<file path="config.mk">
export PLATFORM = sky130hd
export DESIGN_NAME = indicator16_ram_flat
export DESIGN_NICKNAME = d
export VERILOG_FILES = /design/src/rtl/indicator16_ram_if.sv /design/src/rtl/indicator16_ram.sv /design/src/flat_wrapper.sv
export SDC_FILE = /design/constraint.sdc
export NUM_CORES = 2
export LEC_CHECK = 0
export BUFFER_PORTS_ARGS = -buffer_cell sky130_fd_sc_hd__buf_4
export CAP_MARGIN = 30
export CORE_UTILIZATION = 40
export DETAILED_ROUTE_END_ITERATION = 8
export GPL_TIMING_DRIVEN = 1
export PLACE_DENSITY = 0.59
export SLEW_MARGIN = 25
export SYNTH_ARGS = -nofsm -noshare
export SYNTH_HDL_FRONTEND = slang
export SYNTH_SLANG_ARGS = --single-unit
</file>
<file path="constraint.sdc">
create_clock -name clk -period 3.65 [get_ports clk]
set_clock_uncertainty 0.1 [all_clocks]
set_input_delay 0.1825 -clock clk [delete_from_list [all_inputs] [get_ports clk]]
set_output_delay 0.1825 -clock clk [all_outputs]
set_load 0.02 [all_outputs]
</file>
<file path="src/rtl/indicator16_ram_if.sv">
// Bus interface for indicator16_ram: address/data/control toward the RAM,
// registered read data back from it.
interface indicator16_ram_if #(
  parameter int ADDR_W = 8,
  parameter int DATA_W = 8
);
  logic [ADDR_W-1:0] Address;
  logic [DATA_W-1:0] Data;
  logic [DATA_W-1:0] datao;
  logic              WE;
  logic              RE;
  logic              SB;

  modport master (
    output Address, Data, WE, RE, SB,
    input  datao
  );

  modport slave (
    input  Address, Data, WE, RE, SB,
    output datao
  );
endinterface

</file>
<file path="src/rtl/indicator16_ram.sv">
// indicator16_ram: single-port synchronous RAM with registered read data
// (read-before-write on same-address collisions) plus an independent
// combinational hex-to-seven-segment decoder.
// Optional macro INDICATOR_ACTIVE_LOW_EN: inverts the segment outputs for
// common-anode displays. Default build drives active-high segments.
module indicator16_ram #(
  parameter int ADDR_W = 8,
  parameter int DATA_W = 8
) (
  input  logic                clk,
  input  logic                reset,
  indicator16_ram_if.slave    bus,
  input  logic [3:0]          code,
  output logic [6:0]          segments
);

  localparam int DEPTH = 2 ** ADDR_W;

  // Storage is never cleared by reset; contents survive a reset pulse.
  logic [DATA_W-1:0] mem_r [DEPTH];
  logic [DATA_W-1:0] datao_r;
  logic [6:0]        seg_s;

  // Active-high pattern, bit6..bit0 = g..a.
  function automatic logic [6:0] hex_to_seg(input logic [3:0] digit);
    logic [6:0] pat;
    case (digit)
      4'h0:    pat = 7'h3F;
      4'h1:    pat = 7'h06;
      4'h2:    pat = 7'h5B;
      4'h3:    pat = 7'h4F;
      4'h4:    pat = 7'h66;
      4'h5:    pat = 7'h6D;
      4'h6:    pat = 7'h7D;
      4'h7:    pat = 7'h07;
      4'h8:    pat = 7'h7F;
      4'h9:    pat = 7'h6F;
      4'hA:    pat = 7'h77;
      4'hB:    pat = 7'h7C;
      4'hC:    pat = 7'h39;
      4'hD:    pat = 7'h5E;
      4'hE:    pat = 7'h79;
      4'hF:    pat = 7'h71;
      default: pat = 7'h00;
    endcase
    return pat;
  endfunction

  // Memory write: only when out of reset and the block is selected.
  always_ff @(posedge clk) begin
    if (reset && bus.SB && bus.WE) begin
      mem_r[bus.Address] <= bus.Data;
    end
  end

  // Read data register: cleared by reset, loaded on a qualified read, else held.
  // The nonblocking memory update gives the old word on a same-cycle write.
  always_ff @(posedge clk) begin
    if (!reset) begin
      datao_r <= {DATA_W{1'b0}};
    end else if (bus.SB && bus.RE) begin
      datao_r <= mem_r[bus.Address];
    end else begin
      datao_r <= datao_r;
    end
  end

  assign bus.datao = datao_r;

  // Segment decode is purely combinational; polarity chosen at build time.
  always_comb begin
    seg_s = 7'h00;
`ifdef INDICATOR_ACTIVE_LOW_EN
    seg_s = ~hex_to_seg(code);
`else
    seg_s = hex_to_seg(code);
`endif
  end

  assign segments = seg_s;

endmodule

</file>
<file path="src/flat_wrapper.sv">
// flat-port wrapper written by rule: the top's interface ports become plain ports
module indicator16_ram_flat 
#(
  parameter int ADDR_W = 8,
  parameter int DATA_W = 8
)
  (clk, reset, code, segments, bus_Address, bus_Data, bus_WE, bus_RE, bus_SB, bus_datao);
  indicator16_ram_if #(.ADDR_W(ADDR_W), .DATA_W(DATA_W)) bus_i ();
  input  logic clk;
  input  logic reset;
  input  logic [3:0] code;
  output logic [6:0] segments;
  input wire logic [$bits(bus_i.Address)-1:0] bus_Address;
  input wire logic [$bits(bus_i.Data)-1:0] bus_Data;
  input wire logic [$bits(bus_i.WE)-1:0] bus_WE;
  input wire logic [$bits(bus_i.RE)-1:0] bus_RE;
  input wire logic [$bits(bus_i.SB)-1:0] bus_SB;
  output wire logic [$bits(bus_i.datao)-1:0] bus_datao;
  assign bus_i.Address = bus_Address;
  assign bus_i.Data = bus_Data;
  assign bus_i.WE = bus_WE;
  assign bus_i.RE = bus_RE;
  assign bus_i.SB = bus_SB;
  assign bus_datao = bus_i.datao;
  indicator16_ram #(.ADDR_W(ADDR_W), .DATA_W(DATA_W)) u_core (.clk(clk), .reset(reset), .bus(bus_i), .code(code), .segments(segments));
endmodule
</file>
Yosys cells after proc, flatten, opt, wreduce, memory -nomap -nowiden. Memories as Yosys holds them, arrays and structs flattened. A register that Yosys moved wholly into a read port is not among the register bits. Index checks and enable logic that the tools add are counted.

Multiplexer cells: 2. $add $sub $neg: 0. Reduce and logical (&&, ||, !) cells: 4. Order comparisons: 0. Divide/modulo/power cells: 0. Equality and inequality tests: 0. Multiply operators: 0. Shift-type cells: 0. Bitwise operators: 0.

Operator list (count): $logic_and 1x1->1 (3); $mux 1 (2); $logic_not 1->1 (1).

Bits in read-only memories: 112. Input bits: 25. Logic and storage cells: 8. Memories: 2. Bits in registers: 0. Latch bits: 0. Bits in writable memories: 2048.

Memories: u_core.mem_r (words 256, width 8, rd ports 1, clocked after memory_dff 1, wr ports 1, line indicator16_ram.sv:20) `logic [DATA_W-1:0] mem_r [DEPTH];`; (no name shown) (words 16, width 7, rd ports 1, clocked after memory_dff 0, wr ports 0, line indicator16_ram.sv:27) `case (digit)`.

Depth between registers and ports, before layout.
Word-level depth: 4. Depth in mapped cells: 13. Gate-level depth less buffers: 7.

Worst setup path after synthesis. Ideal clock, no wire load.

Path kind: input to register. Start: input port bus_Address[1]. End: memory u_core.mem_r[156][0] (enable). Stages: 8. Data arrival time: 2287 ps. Path slack: 868 ps. Path through: buf_2 -> buf_4 -> buf_4 -> buf_4 -> buf_4 -> buf_4 -> buf_2 -> nor4_1.

RTL lines: from (decl) (line flat_wrapper.sv:13) `input wire logic [$bits(bus_i.Address)-1:0] bus_Address;`; to (decl) (line indicator16_ram.sv:20).

No word-level cell before the write port.

==> impl_results.rst <==
.. list-table::
   :header-rows: 1

   * - Metric
     - Value
   * - Detailed placement HPWL
     - between 100 and 150 mm
   * - RSZ-0062 raised after global routing
     - false
   * - Worst path cell trace
     - mux4_2 -> mux2i_1 -> a22oi_1 -> nand3_1 -> o211ai_1 -> dlygate4sd3_1 -> o2111ai_1 -> dlygate4sd3_1 -> o21ai_1
   * - Top post-synthesis cells by area
     - sky130_fd_sc_hd__edfxtp_1 (77%), sky130_fd_sc_hd__mux4_2 (14%), sky130_fd_sc_hd__mux2i_1 (2.6%)
   * - Total power divided by cell area
     - approximately 520 nW/um^2
   * - Number of slew-limit violations in the final report
     - 0
   * - Total Power Consumption
     - 0.04904 W
   * - Vertical die dimension
     - between 400 and 500 microns
   * - Combined flip-flop and latch cell area
     - a little over 60000 sq um
   * - Yosys warnings
     - 0
   * - Number of iterations in the first detailed-routing pass
     - 5
   * - Via density
     - about 5.7
   * - Flip-flop and latch count after synthesis
     - 2056
   * - Die W
     - roughly 450 microns
   * - Layout cell share with drive strength beyond 1
     - around 30%
   * - Clock group share of total power
     - between 40% and 50%
   * - Global-route wire length before repair
     - 300.0 mm
   * - Combined area of all synthesized cells
     - between 80000 and 90000 sq um
   * - Placed insts
     - just under 7000
   * - Combinational Power Share
     - 5.2%
   * - Clock Pin Slew Worst Setup and Hold Paths
     - about 0.060 ns
   * - CTS buffer count
     - ~210
   * - Number of vias in the routed layout
     - ~41000
   * - Full die area
     - roughly 200000 sq um
   * - Worst min-delay path category
     - input port to register
   * - Site row count
     - about 160
   * - Slowest library cell on the worst path
     - sky130_fd_sc_hd__dlygate4sd3_1
   * - Layout net count
     - 4338
   * - Layout-stage area growth over the synthesis result
     - 16.76%
   * - Violations in the final reports
     - hold timing
   * - H-Tree Depth
     - 4
   * - Number of standard cells in the final layout excluding fillers
     - approximately 7000
   * - Period Utilization, post-route
     - between 80% and 90%
   * - Post-CTS setup-driven buffer insertion count
     - 0
   * - Highest net fanout along the worst path
     - 1
   * - Placeable core region
     - between 150000 and 200000 sq um
   * - Wire length per cell after detailed routing
     - 29.29 microns
   * - Number of synthesized flops with an enable pin
     - slightly above 2000
   * - Max-cap violations
     - 0
   * - Number of global-route vias before repair
     - 40630
   * - Most common library cells after synthesis
     - sky130_fd_sc_hd__edfxtp_1 (2048), sky130_fd_sc_hd__mux4_2 (497), sky130_fd_sc_hd__nor2_1 (273)
   * - Class of the most critical setup path
     - register to register
   * - Remaining global-route overflow
     - 0
   * - Num Clock Sinks
     - roughly 2000
   * - Area of all placed cells without fillers
     - 93820 sq um
   * - Synth Area per Inst
     - 21.22 sq um
   * - Boundary Pins
     - 40
   * - Sequential area share after synthesis
     - between 70 and 80%
   * - Clock latency reported for the late side of the worst-skew pair
     - between 0.8 and 0.9 ns
   * - Leakage
     - 30.09 nW
   * - Initial antenna violation count
     - 7
   * - Standard cell area after detailed placement
     - 87100 sq um
   * - Delay of the slowest critical-path stage
     - around 0.6 ns
   * - Syn nets
     - between 3000 and 4000
   * - Fraction of registers with async set/reset
     - 0%
   * - Post-synth top area share
     - 76.54%
   * - Number of instances resized during post-cts repair
     - 0
   * - Total of buffers placed on input and output ports
     - 39
   * - Worst hold margin
     - -0.04874 ns
   * - Count of final setup violators
     - 0
   * - Footprint of the multi-input gates
     - about 17000 sq um
   * - Iteration-0 DRC Markers
     - 4667
   * - Cell repeated most along the worst path
     - sky130_fd_sc_hd__dlygate4sd3_1
   * - Data required, critical path
     - about 4.3 ns
   * - Buffers & Inverters on Critical Path
     - 2
   * - Minimum clock period
     - about 3.1 ns
   * - Yosys top cell by area
     - sky130_fd_sc_hd__edfxtp_1
   * - Count of fill cells added during filler insertion
     - 16480
   * - GRT Overall Usage
     - 20.53%
   * - Data arrival time of the critical path
     - ~3.8 ns
   * - Sort of element at the end of the critical path
     - register
   * - Normalized max-slew margin
     - between 20 and 30%
   * - Buffer levels on the longest clock path
     - 3
   * - Total routed wirelength
     - 209.0 mm
   * - VDD IR-drop max
     - between 0.0004 and 0.0005 V
   * - Status
     - finished, violations left
   * - Largest net degree at the start of global routing
     - 140
   * - Count leader, synth
     - sky130_fd_sc_hd__edfxtp_1
   * - Number of failing hold endpoints at the final stage
     - 19
   * - Post-route DRC
     - 0
   * - Part of the power in registers
     - around 53%
   * - Number of instances in the synthesized netlist
     - 3787
   * - Starting density of the core
     - 40.24%
   * - Family with the most delay on the worst path
     - buffers and inverters
   * - Count of unique library cells instantiated by Yosys
     - 54
   * - Critical Path Source Type
     - register
   * - Flip-flop cell with the highest count after synthesis
     - sky130_fd_sc_hd__edfxtp_1
   * - Pin slew with the least headroom to its limit
     - ~1.1 ns
   * - Maximum clock rate
     - between 0.3 and 0.4 GHz
   * - Post-DRT Antenna Nets
     - 0
   * - Routability congestion estimate from global placement
     - slightly below 0.9
   * - Clock tree from TritonCTS
     - done
   * - Sw Pwr
     - approximately 0.011 W
   * - Switch share
     - 21.55%
   * - Register-to-register path setup slack
     - between 0.5 and 0.6 ns
   * - Clk root buf
     - sky130_fd_sc_hd__clkbuf_16
   * - Internal power
     - a little under 0.04 W
-- state kept, by name (all words and copies together) (netlist names) --
register / flops
u_core.mem_r: 2048
u_core.bus.datao: 8
-- stage by stage --
step                setup TNS [ns]  setup slack (ns)  util [%]
CTS                              0            0.5015     46.97
finish                           0            0.5061     46.99
global placement          -0.02185          -0.02185     43.62
global route                     0            0.3891     46.99
detailed placement       -0.009996         -0.009996     43.62
floorplan                        0            0.8685         -
-- routing by layer --
metal  track usage (%)  vias up  routed length, microns
met1             28.83    21990                   87270
met3             3.631      328                   14670
met4             6.564        2                    6481
met2             32.58     1602                  100600
li1                  -    16860                       -
met5                 0        -                      13
-- cell type report --
| class | count | share of cell area, % |
|---|---|---|
| Clock inverter | 124 | 1.219 |
| Timing Repair Buffer | 548 | 5.121 |
| Multi-Input combinational cell | 1484 | 18.62 |
| Inverter | 9 | 0.03734 |
| Antenna cell | 3 | 0.008002 |
| Tap cell | 2656 | 3.542 |
| Sequential cell | 2056 | 65.72 |
| Clock buffer | 257 | 5.732 |
-- power by group through the flow --
stage / logic, W / registers [W] / clock network (W)
2_1_floorplan: 0.00130 / 0.0265 / 0
3_3_place_gp: 0.00253 / 0.0265 / 0
3_5_place_dp: 0.00256 / 0.0265 / 0
4_1_cts: 0.00258 / 0.0260 / 0.0208
5_1_grt: 0.00270 / 0.0260 / 0.0216
6_report: 0.00256 / 0.0260 / 0.0205
-- placed cells by master (no fill, tap or decap), drive strengths merged, types with 4 or more instances in the layout --
| cell | n |
|---|---|
| nand2b | 6 |
| clkbuf | 265 |
| mux4 | 497 |
| a41o | 4 |
| nand4 | 10 |
| dfxtp | 8 |
| nor4 | 6 |
| mux2 | 15 |
| nor3 | 15 |
| a21oi | 36 |
| a221oi | 9 |
| nor2b | 18 |
| dlygate4sd3 | 16 |
| edfxtp | 2048 |
| nor2 | 275 |
| ha | 7 |
| a22oi | 77 |
| buf | 524 |
| o21ai | 37 |
| nand3 | 58 |
| o2111ai | 14 |
| a311oi | 5 |
| inv | 11 |
| bufinv | 15 |
| a31oi | 19 |
| clkinv | 104 |
| o22ai | 5 |
| nand2 | 109 |
| o211ai | 9 |
| a32oi | 20 |
| mux2i | 206 |
-- path summary, 6_finish.rpt --
kind         depth (start not counted)                        startpoint                          endpoint
max                                  9    u_core.mem_r[127][0]$_DFFE_PP_  u_core.bus.datao[0]$_SDFFE_PN0P_
min                                  1                       bus_Data[6]     u_core.mem_r[13][6]$_DFFE_PP_
min reg2reg                          2  u_core.bus.datao[0]$_SDFFE_PN0P_  u_core.bus.datao[0]$_SDFFE_PN0P_
max reg2reg                          9    u_core.mem_r[127][0]$_DFFE_PP_  u_core.bus.datao[0]$_SDFFE_PN0P_
-- logic make-up (layout without fill, tap and decap cells) --
| group | after synthesis | after routing | synth area share [%] |
|---|---|---|---|
| adder cells (fa/ha/maj) | 7 | 7 | 0.1090 |
| buffers and inverters | 247 | 938 | 1.584 |
| multiplexers | 718 | 718 | 16.71 |
| flip-flops | 2056 | 2056 | 76.74 |
| AND/OR/NAND/NOR | 507 | 507 | 2.661 |
| AO/OA/AOI/OAI | 252 | 252 | 2.200 |
| other | 0 | 3 | 0 |
-- what timing repair did --
item	CTS	global route
hold endpoints to repair	357	125
hold buffers	15	1
setup endpoints to repair	0	0
Note: power is estimated with default switching activity, not from simulation.
